$ cat src/rtl/cp0_regfile.sv
// cp0_regfile
// System-control coprocessor (CP0) register file. This is the sink of the
// exception unit's commit interface. It holds BadVAddr, Count, EntryHi,
// Compare, Status, Cause, EPC, PRId and EBase.
//
// Each cycle it commits one of three things, with exception first, then eret,
// then mtc0. An mtc0 that lands in the same cycle as an exception or an eret
// is dropped entirely. The Count timer and the sampling of the hardware
// interrupt lines run on every cycle, whatever else is committed.
//
// Ports:
//   clk, rst                  clock, asynchronous active-high reset
//   cp0_raddr/rsel/rdata      mfc0 read port (combinational, no write bypass)
//   cp0_wen/waddr/wsel/wdata  mtc0 write port
//   cp0_exp_*                 exception / eret commit from the exception unit
//   hw_int                    level-sensitive external interrupt lines
//   epc_address ... timer_int state fed back to exception unit, fetch and memory
module cp0_regfile #(
  parameter logic [31:0] PRID_VALUE  = 32'h0001_8000,
  parameter logic [31:0] EBASE_RESET = 32'h8000_0000
) (
  input  logic        clk,
  input  logic        rst,
  input  logic [4:0]  cp0_raddr,
  input  logic [2:0]  cp0_rsel,
  output logic [31:0] cp0_rdata,
  input  logic        cp0_wen,
  input  logic [4:0]  cp0_waddr,
  input  logic [2:0]  cp0_wsel,
  input  logic [31:0] cp0_wdata,
  input  logic        cp0_exp_en,
  input  logic        cp0_exl_clean,
  input  logic [31:0] cp0_exp_epc,
  input  logic [4:0]  cp0_exp_code,
  input  logic        cp0_exp_bd,
  input  logic [31:0] cp0_exp_bad_vaddr,
  input  logic        cp0_exp_bad_vaddr_wen,
  input  logic [7:0]  cp0_exp_asid,
  input  logic        cp0_exp_asid_en,
  input  logic [5:0]  hw_int,
  output logic [31:0] epc_address,
  output logic        allow_interrupt,
  output logic [7:0]  interrupt_flag,
  output logic [31:0] cp0_ebase,
  output logic        cp0_use_special_iv,
  output logic        cp0_use_bootstrap_iv,
  output logic        exl_set,
  output logic [7:0]  asid,
  output logic        timer_int
);

  localparam logic [4:0] REG_BADVADDR = 5'd8;
  localparam logic [4:0] REG_COUNT    = 5'd9;
  localparam logic [4:0] REG_ENTRYHI  = 5'd10;
  localparam logic [4:0] REG_COMPARE  = 5'd11;
  localparam logic [4:0] REG_STATUS   = 5'd12;
  localparam logic [4:0] REG_CAUSE    = 5'd13;
  localparam logic [4:0] REG_EPC      = 5'd14;
  localparam logic [4:0] REG_PRID     = 5'd15;

  // Register state
  logic [31:0] badvaddr;
  logic [31:0] count;
  logic        count_tog;
  logic [31:0] compare;
  logic [18:0] entryhi_vpn2;
  logic [7:0]  entryhi_asid;
  logic        status_cu0;
  logic        status_bev;
  logic [7:0]  status_im;
  logic        status_exl;
  logic        status_ie;
  logic        cause_bd;
  logic        cause_ti;
  logic        cause_iv;
  logic [7:0]  cause_ip;
  logic [4:0]  cause_exccode;
  logic [31:0] epc;
  logic [17:0] ebase_base;

  // Write decode
  logic mtc0_ok;
  logic wr_count;
  logic wr_compare;
  logic wr_entryhi;
  logic wr_status;
  logic wr_cause;
  logic wr_epc;
  logic wr_ebase;

  // An mtc0 only takes effect when no exception or eret commits this cycle.
  assign mtc0_ok    = cp0_wen & ~cp0_exp_en & ~cp0_exl_clean;
  assign wr_count   = mtc0_ok && (cp0_waddr == REG_COUNT)   && (cp0_wsel == 3'd0);
  assign wr_compare = mtc0_ok && (cp0_waddr == REG_COMPARE) && (cp0_wsel == 3'd0);
  assign wr_entryhi = mtc0_ok && (cp0_waddr == REG_ENTRYHI) && (cp0_wsel == 3'd0);
  assign wr_status  = mtc0_ok && (cp0_waddr == REG_STATUS)  && (cp0_wsel == 3'd0);
  assign wr_cause   = mtc0_ok && (cp0_waddr == REG_CAUSE)   && (cp0_wsel == 3'd0);
  assign wr_epc     = mtc0_ok && (cp0_waddr == REG_EPC)     && (cp0_wsel == 3'd0);
  assign wr_ebase   = mtc0_ok && (cp0_waddr == REG_PRID)    && (cp0_wsel == 3'd1);

  // Next Count value. Count advances on every other clock, and a write
  // reloads it. count_step marks the cycles where Count takes a new value,
  // which are the only cycles where a Compare match may raise TI.
  logic [31:0] count_next;
  logic        count_step;

  always_comb begin
    count_next = count;
    count_step = 1'b0;
    if (wr_count) begin
      count_next = cp0_wdata;
      count_step = 1'b1;
    end else if (count_tog) begin
      count_next = count + 32'd1;
      count_step = 1'b1;
    end
  end

  // Count, Compare and the timer interrupt. A Compare write clears TI, and
  // it wins over a match in the same cycle.
  always_ff @(posedge clk or posedge rst) begin
    if (rst) begin
      count     <= 32'd0;
      count_tog <= 1'b0;
      compare   <= 32'd0;
      cause_ti  <= 1'b0;
    end else begin
      count     <= count_next;
      count_tog <= wr_count ? 1'b0 : ~count_tog;
      if (wr_compare) begin
        compare  <= cp0_wdata;
        cause_ti <= 1'b0;
      end else if (count_step && (count_next == compare)) begin
        cause_ti <= 1'b1;
      end
    end
  end

  // Status: an exception sets EXL, an eret clears it, and otherwise mtc0
  // loads the writable fields.
  always_ff @(posedge clk or posedge rst) begin
    if (rst) begin
      status_cu0 <= 1'b0;
      status_bev <= 1'b1;
      status_im  <= 8'd0;
      status_exl <= 1'b0;
      status_ie  <= 1'b0;
    end else if (cp0_exp_en) begin
      status_exl <= 1'b1;
    end else if (cp0_exl_clean) begin
      status_exl <= 1'b0;
    end else if (wr_status) begin
      status_cu0 <= cp0_wdata[28];
      status_bev <= cp0_wdata[22];
      status_im  <= cp0_wdata[15:8];
      status_exl <= cp0_wdata[1];
      status_ie  <= cp0_wdata[0];
    end
  end

  // Cause: IP[7:2] samples the hardware lines every cycle, with the timer
  // folded into IP7. While EXL is already set, a nested exception keeps BD,
  // so BD still describes the original victim that EPC points at.
  always_ff @(posedge clk or posedge rst) begin
    if (rst) begin
      cause_bd      <= 1'b0;
      cause_iv      <= 1'b0;
      cause_ip      <= 8'd0;
      cause_exccode <= 5'd0;
    end else begin
      cause_ip[7]   <= hw_int[5] | cause_ti;
      cause_ip[6:2] <= hw_int[4:0];
      if (cp0_exp_en) begin
        if (!status_exl) begin
          cause_bd <= cp0_exp_bd;
        end
        cause_exccode <= cp0_exp_code;
      end else if (wr_cause) begin
        cause_iv      <= cp0_wdata[23];
        cause_ip[1:0] <= cp0_wdata[9:8];
      end
    end
  end

  // EPC is only captured for the first exception while EXL is clear.
  always_ff @(posedge clk or posedge rst) begin
    if (rst) begin
      epc <= 32'd0;
    end else if (cp0_exp_en) begin
      if (!status_exl) begin
        epc <= cp0_exp_epc;
      end
    end else if (wr_epc) begin
      epc <= cp0_wdata;
    end
  end

  // BadVAddr and EntryHi. An exception for a TLB fault loads the faulting
  // VPN2 and ASID. EntryHi[12:8] does not exist and reads zero.
  always_ff @(posedge clk or posedge rst) begin
    if (rst) begin
      badvaddr     <= 32'd0;
      entryhi_vpn2 <= 19'd0;
      entryhi_asid <= 8'd0;
    end else if (cp0_exp_en) begin
      if (cp0_exp_bad_vaddr_wen) begin
        badvaddr     <= cp0_exp_bad_vaddr;
        entryhi_vpn2 <= cp0_exp_bad_vaddr[31:13];
      end
      if (cp0_exp_asid_en) begin
        entryhi_asid <= cp0_exp_asid;
      end
    end else if (wr_entryhi) begin
      entryhi_vpn2 <= cp0_wdata[31:13];
      entryhi_asid <= cp0_wdata[7:0];
    end
  end

  // EBase: only the exception-base field [29:12] is stored.
  always_ff @(posedge clk or posedge rst) begin
    if (rst) begin
      ebase_base <= EBASE_RESET[29:12];
    end else if (wr_ebase) begin
      ebase_base <= cp0_wdata[29:12];
    end
  end

  // Architectural views of the packed registers
  logic [31:0] status_word;
  logic [31:0] cause_word;
  logic [31:0] entryhi_word;
  logic [31:0] ebase_word;

  assign status_word  = {3'b000, status_cu0, 5'b00000, status_bev, 6'b000000,
                         status_im, 6'b000000, status_exl, status_ie};
  assign cause_word   = {cause_bd, cause_ti, 6'b000000, cause_iv, 7'b0000000,
                         cause_ip, 1'b0, cause_exccode, 2'b00};
  assign entryhi_word = {entryhi_vpn2, 5'b00000, entryhi_asid};
  assign ebase_word   = {2'b10, ebase_base, 12'h000};

  // mfc0 read mux. Any register/select pair not listed here reads zero.
  always_comb begin
    cp0_rdata = 32'd0;
    case ({cp0_raddr, cp0_rsel})
      {REG_BADVADDR, 3'd0}: cp0_rdata = badvaddr;
      {REG_COUNT,    3'd0}: cp0_rdata = count;
      {REG_ENTRYHI,  3'd0}: cp0_rdata = entryhi_word;
      {REG_COMPARE,  3'd0}: cp0_rdata = compare;
      {REG_STATUS,   3'd0}: cp0_rdata = status_word;
      {REG_CAUSE,    3'd0}: cp0_rdata = cause_word;
      {REG_EPC,      3'd0}: cp0_rdata = epc;
      {REG_PRID,     3'd0}: cp0_rdata = PRID_VALUE;
      {REG_PRID,     3'd1}: cp0_rdata = ebase_word;
      default:              cp0_rdata = 32'd0;
    endcase
  end

  assign epc_address          = epc;
  assign allow_interrupt      = status_ie & ~status_exl;
  assign interrupt_flag       = cause_ip & status_im;
  assign cp0_ebase            = ebase_word;
  assign cp0_use_special_iv   = cause_iv;
  assign cp0_use_bootstrap_iv = status_bev;
  assign exl_set              = status_exl;
  assign asid                 = entryhi_asid;
  assign timer_int            = cause_ti;

endmodule

$ cat config.mk
export PLATFORM = sky130hd
export DESIGN_NAME = cp0_regfile
export DESIGN_NICKNAME = d
export VERILOG_FILES = /design/src/rtl/cp0_regfile.sv
export SDC_FILE = /design/constraint.sdc
export NUM_CORES = 1
export LEC_CHECK = 0
export ABC_CLOCK_PERIOD_IN_PS = 6700
export BUFFER_PORTS_ARGS = -buffer_cell sky130_fd_sc_hd__buf_2
export CAP_MARGIN = 40
export CORE_AREA = 2 2 144 146
export CTS_CLUSTER_DIAMETER = 120
export DETAILED_ROUTE_END_ITERATION = 7
export DIE_AREA = 0 0 146 148
export GPL_TIMING_DRIVEN = 1
export PLACE_DENSITY = 0.9
export SYNTH_ARGS = -nofsm -noshare
export SYNTH_HDL_FRONTEND = slang
export SYNTH_SLANG_ARGS = --single-unit
$ cat constraint.sdc
create_clock -name clk -period 6.7 [get_ports clk]
set_input_delay 0.335 -clock clk [delete_from_list [all_inputs] [get_ports clk]]
set_output_delay 0.335 -clock clk [all_outputs]
set_load 0.05 [all_outputs]
==> flow_summary.toml, run 1 <==
[yosys]
ys_seq_area_share_pct = 47.8
syn_inst = 1077
synthDistinctLibCells = 58
synth_edf_count = 0
yosys_register_bits = 202
syn_area_um2 = 10600
synthFlopType = "dfrtp_1"
synth-async-reset-ratio_pct = 100
yosys_warnings = 0
syn_avg_cell_area_um2 = 9.83

[cells_and_area]
postLayoutCoreUtil_pct = 64.0
fillers = 1584
n_antenna_cell = 0
syn2layout_area_growth_pct = 21.1
nets = 1445
final_cells = 1584
finish.instance_area_um2 = 12800
layout-drive-gt1-share_pct = 30.8

[clock_network]
clockBufferDepth = 3
cts_tree = "done"
insertion_delay_ns = 0.51
cts.sinks = 202
cts_resized = 0
clkTransAtPathRegs_ns = 0.06
numCtsBuffers = 23
root_buffer = "clkbuf_16"
ctsHoldBuffers = 6
postCtsSetupRepairBufs = 0
htree_levels = 1

[grt]
first_global_vias = 9698
grt_first_pass_wirelength_um = 53600
grt_max_degree = 109
overflow = 0
grt_antenna_before_repair = 0
grt_usage_pct = 31.4

[floorplan]
start_util_pct = 52.8
die_h_um = 148
die-area_um2 = 21600
coreArea_um2 = 20000
ios = 256
die_x_um = 146
num_rows = 52

[timing]
finalCritPeriodShare_pct = 52.7
period_minus_slack_ns = 3.53
max_slew_margin_pct = 35.7
setup_viol = 0
fin_skew_ns = 0.0107
drv_slew = 0
max_freq_ghz = 0.283
layout_setup_ws_ns = 3.17
fin_setup_tns_ns = 0
finalHoldViolations = 0
worst_pin_slew_ns = 0.962
rsz0062_at_grt = "false"

[worst_setup_path]
critPathMaxFanout = 13
start_kind = "register"
end_kind = "register"
worstSetupPathType = "register to register"
r2r_slack_ns = 3.17
cp.required_ns = 7.13
critical_path_arrival_ns = 3.96
slowest_delay_ns = 0.89
cp_common_cell = "nand4_1"
critPathSlowestCell = "or4_1"
worstPathCellList = "nand4_1 > or4_1 > nor4_1 > xnor2_1 > nor3_1 > a211oi_1 > nand4_1 > a2111o_1 > o21ai_1"

[power]
p_int_mw = 2.21
seqPwrFrac_pct = 45.2
powerDensity_nw_per_um2 = 251
clkPwrFrac_pct = 35.8
vdd_ir_drop_max_mv = 0.256
cellLeakagePower_nw = 5.88
p_comb_share_pct = 19.0
p_sw_share_pct = 31.3
switching_power_mw = 1.01

[placement]
dp_hpwl_um = 24500
place_inst = 1544
io_buffers = 241
post-place-ws_ns = 2.65
gp_congestion = 1.01
placed_area_um2 = 12100

[routing]
drt_iter0_drc = 1040
firstDrtPassIters = 7
finalWirelength_um = 34300
wl_per_cell_um = 21.6
antenna_left = 0
drc_errors = 0
viasPerCell = 6.15
vias = 9749

[run]
maxCapViolations = 0

[hold_path]
hold_path_class = "input port to register"

[status]
status = "finished, final reports clean"
==> Yosys cell counts (6+ instances only) <==
cell      count  area (µm²)
mux2i_1       8        80.1
nand4_1      17         106
inv_1        18        67.6
xor2_1       31         272
clkbuf_1     46         173
buf_1         8        30.0
nand2_1      74         278
a21oi_1     134         671
buf_4        14         105
nor2b_1      31         194
dfrtp_1     201        5030
and2_1       12        75.1
o21ai_0      27         135
nand3_1      35         175
a222oi_1     38         380
or3_1         6        37.5
nor3_1       17        85.1
xnor2_1      30         263
nor2_1      109         409
a22oi_1      32         240
and3_1        8        50.1
nor4_1       16         100
mux2_2       92        1040
==> cell usage in the layout, fill, tap and decap left out, drive strengths merged, types with 4 or more instances in the layout <==
cell	n
nand4	17
nor4	17
o21ai	29
nand3	37
a21oi	134
dfrtp	201
clkbuf	29
nor2	109
clkinv	4
a222oi	38
mux2i	8
nand2b	4
buf	259
or3	6
xor2	31
o31ai	4
xnor2	30
and2	12
dlygate4sd3	6
mux2	92
a22oi	32
inv	18
a22o	4
nor2b	31
nand2	74
conb	14
nor3	19
and3	8
==> power by group through the flow <==
stage / sequential, mW / combinational (mW) / clock, mW
2_1_floorplan: 1.60 / 0.270 / 0
3_3_place_gp: 1.46 / 0.585 / 0
3_5_place_dp: 1.47 / 0.605 / 0
4_1_cts: 1.45 / 0.611 / 1.16
5_1_grt: 1.47 / 0.657 / 1.22
6_report: 1.45 / 0.611 / 1.15
==> cells by family after synthesis <==
kind of cell    count (synthesis)  synth area share (%)
other cells                     2                0.0709
mux                           100                  10.5
compound gates                267                  16.2
flops                         202                  47.8
xor+xnor                       61                  5.05
simple gates                  352                  16.4
fa+ha+maj                       1                 0.118
buf+inv                        92                  3.89
==> layer usage <==
| layer | track usage (%) | up-vias | wire length [µm] |
|---|---|---|---|
| met3 | 5.31 | 76 | 2940 |
| met1 | 41.9 | 4761 | 13800 |
| met5 | 0 | - | 0 |
| met4 | 8.59 | 0 | 943 |
| li1 | - | 4379 | - |
| met2 | 53.4 | 533 | 16500 |
==> state kept, by name, indices dropped and copies added (netlist names), 5 cells and up <==
register and count:
cause_exccode 5, count 32, asid 8, entryhi_vpn2 19, cause_ip 8, epc_address 32
status_im 8, compare 32, badvaddr 32, ebase_base 18
==> per-stage QoR <==
step           hold slack (ns)  power [mW]
2_1_floorplan            0.366        1.87
3_3_place_gp             0.457        2.04
3_5_place_dp             0.279        2.07
4_1_cts                 0.0317        3.22
5_1_grt                 0.0356        3.34
6_report                0.0333        3.21
==> area by class of cell <==
class	count	area, µm²	share of cell area (%)
clock inverter	5	27.5	0.215
timing repair buffer	265	1470	11.4
multi-input combinational	795	5220	40.7
clock buffer	29	648	5.05
inverter	18	75.1	0.585
tap	270	338	2.63
sequential	202	5060	39.4
==> worst max-delay path, delay by kind of cell, from the launching register on <==
family / cells / cell delay, ns
AOI/OAI and AO/OA: 3 / 0.70
xor gates and xnor gates: 1 / 0.20
DFF: 1 / 0.45
and+or+nand+nor: 5 / 2.10
==> worst paths after layout <==
kind | start | endpoint | cells past startpoint
setup / recovery | count[2] | timer_int | 9
hold / removal | cp0_exl_clean | exl_set | 2
setup reg to reg | count[2] | timer_int | 9
hold reg to reg | badvaddr[21] | badvaddr[21] | 1
max in group asynchronous | rst | epc_address[5] | 5
min in group asynchronous | rst | ebase_base[9] | 3
(Power assumes the default switching activity.)
==> run 2, diff against run 1 <==
Settings changed: ABC_CLOCK_PERIOD_IN_PS 6700 to 3100, CORE_AREA 2 2 144 146 to 2 2 150 152, DIE_AREA 0 0 146 148 to 0 0 152 154, PLACE_DENSITY 0.9 to 0.88.
Clock period 6.7 ns to 3.1 ns, I/O delays scaled along.
==> run 2 against run 1 <==
Final cell count is 11% higher. Non-clock buffer count is 151 higher. Critical endpoint unchanged. Global-route usage is 2.6 points higher. Critical path depth stayed put. The flow now finishes with violations (hold timing). Final area is 12% higher. Wire length is 19% higher.
==> flow_summary.toml, run 2 (synthesis gave the netlist of run 1 again) <==
[worst_setup_path]
end_kind = "register"
r2r_cells = 9
cp-endpoint = "timer_int"
r2r-start = "count[3]"
r2r_end = "timer_int"
startpoint = "count[3]"
start_kind = "register"
critPathMaxFanout = 5
r2r_slack_ns = 0.17
worstSetupPathType = "register to register"
cp.required_ns = 3.54
critical_path_arrival_ns = 3.36

[power]
powerDensity_nw_per_um2 = 521
power_mw = 7.48
vdd_ir_drop_max_mv = 0.481
cellLeakagePower_nw = 6.60

[routing]
antenna_left = 0
drc_errors = 0
vias = 10800
wl_per_cell_um = 23.3
finalWirelength_um = 40800
firstDrtPassIters = 6
viasPerCell = 6.18
drt_iter0_drc = 1246

[floorplan]
ios = 256
die_h_um = 154
coreArea_um2 = 21700
die_x_um = 152
die-area_um2 = 23400
num_rows = 54
start_util_pct = 48.8

[cells_and_area]
nets = 1596
final_cells = 1753
fillers = 1583
final_cell_mix = "240 x buf_2, 201 x dfrtp_1, 134 x a21oi_1, 112 x dlygate4sd3_1, 105 x nor2_1"
final_common_cell = "buf_2"
syn2layout_area_growth_pct = 35.6
layout-drive-gt1-share_pct = 30.9

[placement]
io_buffers = 241
place_inst = 1599
gp_congestion = 1.01
dp_hpwl_um = 26900
post-place-ws_ns = 0.185

[timing]
finalHoldViolations = 1
fin_skew_ns = 0.0111
setup_viol = 0
drv_slew = 0
finalCritPeriodShare_pct = 94.4
max_slew_margin_pct = 40.0
fin_setup_tns_ns = 0
hold_slack_ns = -0.0177
worst_pin_slew_ns = 0.900
max_freq_ghz = 0.342
layout_setup_ws_ns = 0.175
period_minus_slack_ns = 2.93
rsz0062_at_grt = "false"

[hold_path]
hold_path_class = "input port to register"

[clock_network]
numCtsBuffers = 23
cts.sinks = 202
cts_tree = "done"
insertion_delay_ns = 0.51
postCtsSetupRepairBufs = 0
htree_levels = 1
clkTransAtPathRegs_ns = 0.07
root_buffer = "clkbuf_16"
clockBufferDepth = 3

[grt]
grt_antenna_before_repair = 1
grt_first_pass_wirelength_um = 63100
grt_max_degree = 65
first_global_vias = 11300
grt_usage_pct = 34.0
overflow = 0

[status]
violations = "hold timing"
status = "finished with violations"

[run]
maxCapViolations = 0
-- run 2: changes by cell type in the layout (fill, tap and decap cells not counted), sizes merged, moves of 3 or more --
cell	delta
clkinv	+3
bufinv	+3
buf	+45
dlygate4sd3	+106
-- run 2: worst max-delay path: stages (launching register included) --
cell	delay (ns)
dfrtp_1	0.44
nand4_1	0.16
or4_1	0.69
buf_4	0.22
nor3_4	0.16
xnor2_1	0.13
a2111oi_2	0.38
nand4_1	0.17
a2111o_1	0.43
o21ai_1	0.07
-- run 2: layout make-up --
cell class / count / area (µm²) / area share, %
multi-input cells: 795 / 5230 / 36.4
flip-flops and latches: 202 / 5060 / 35.2
repair buffers: 416 / 2890 / 20.1
clock buffers: 30 / 632 / 4.40
well taps: 280 / 350 / 2.44
clock inverters: 11 / 133 / 0.924
inverters: 18 / 71.3 / 0.497
diodes: 1 / 2.50 / 0.0174
-- run 2: repair_timing --
action                                  CTS  global route
hold buffers                            112             0
endpoints found under the hold margin   186             0
gates resized for setup                   0             5
endpoints found under the setup margin    0             1
-- run 2: routing by layer --
layer | global-route usage [%] | vias up | part of all wire [%]
met5 | 0 | - | 0
met1 | 42.2 | 5281 | 37
met4 | 17.0 | 0 | 4.8
li1 | - | 4672 | -
met3 | 6.74 | 155 | 9.6
met2 | 56.7 | 733 | 48
-- run 2: power by group --
group | switching (mW) | internal, mW
Combinational | 0.984 | 0.542
Clock | 1.13 | 1.68
Sequential | 0.239 | 2.90
-- run 2: through the flow --
step,area (µm²),util [%]
2_1_floorplan,10600,-
3_3_place_gp,12400,57.2
3_5_place_dp,12400,57.4
4_1_cts,14300,66.1
5_1_grt,14400,66.2
6_report,14400,66.2
-- run 2: how the worst min path moves through the flow --
stage               startpoint            to  slack [ns]  cells past startpoint
3_5_place_dp               rst  badvaddr[12]        0.24                      2
5_1_grt        cp0_exp_asid[3]       asid[3]       0.003                      3
4_1_cts          cp0_wdata[14]     count[14]       0.003                      3
2_1_floorplan        hw_int[0]   cause_ip[2]        0.19                      0
3_3_place_gp         hw_int[2]   cause_ip[4]        0.27                      1
6_report       cp0_exp_asid[3]       asid[3]       -0.02                      3
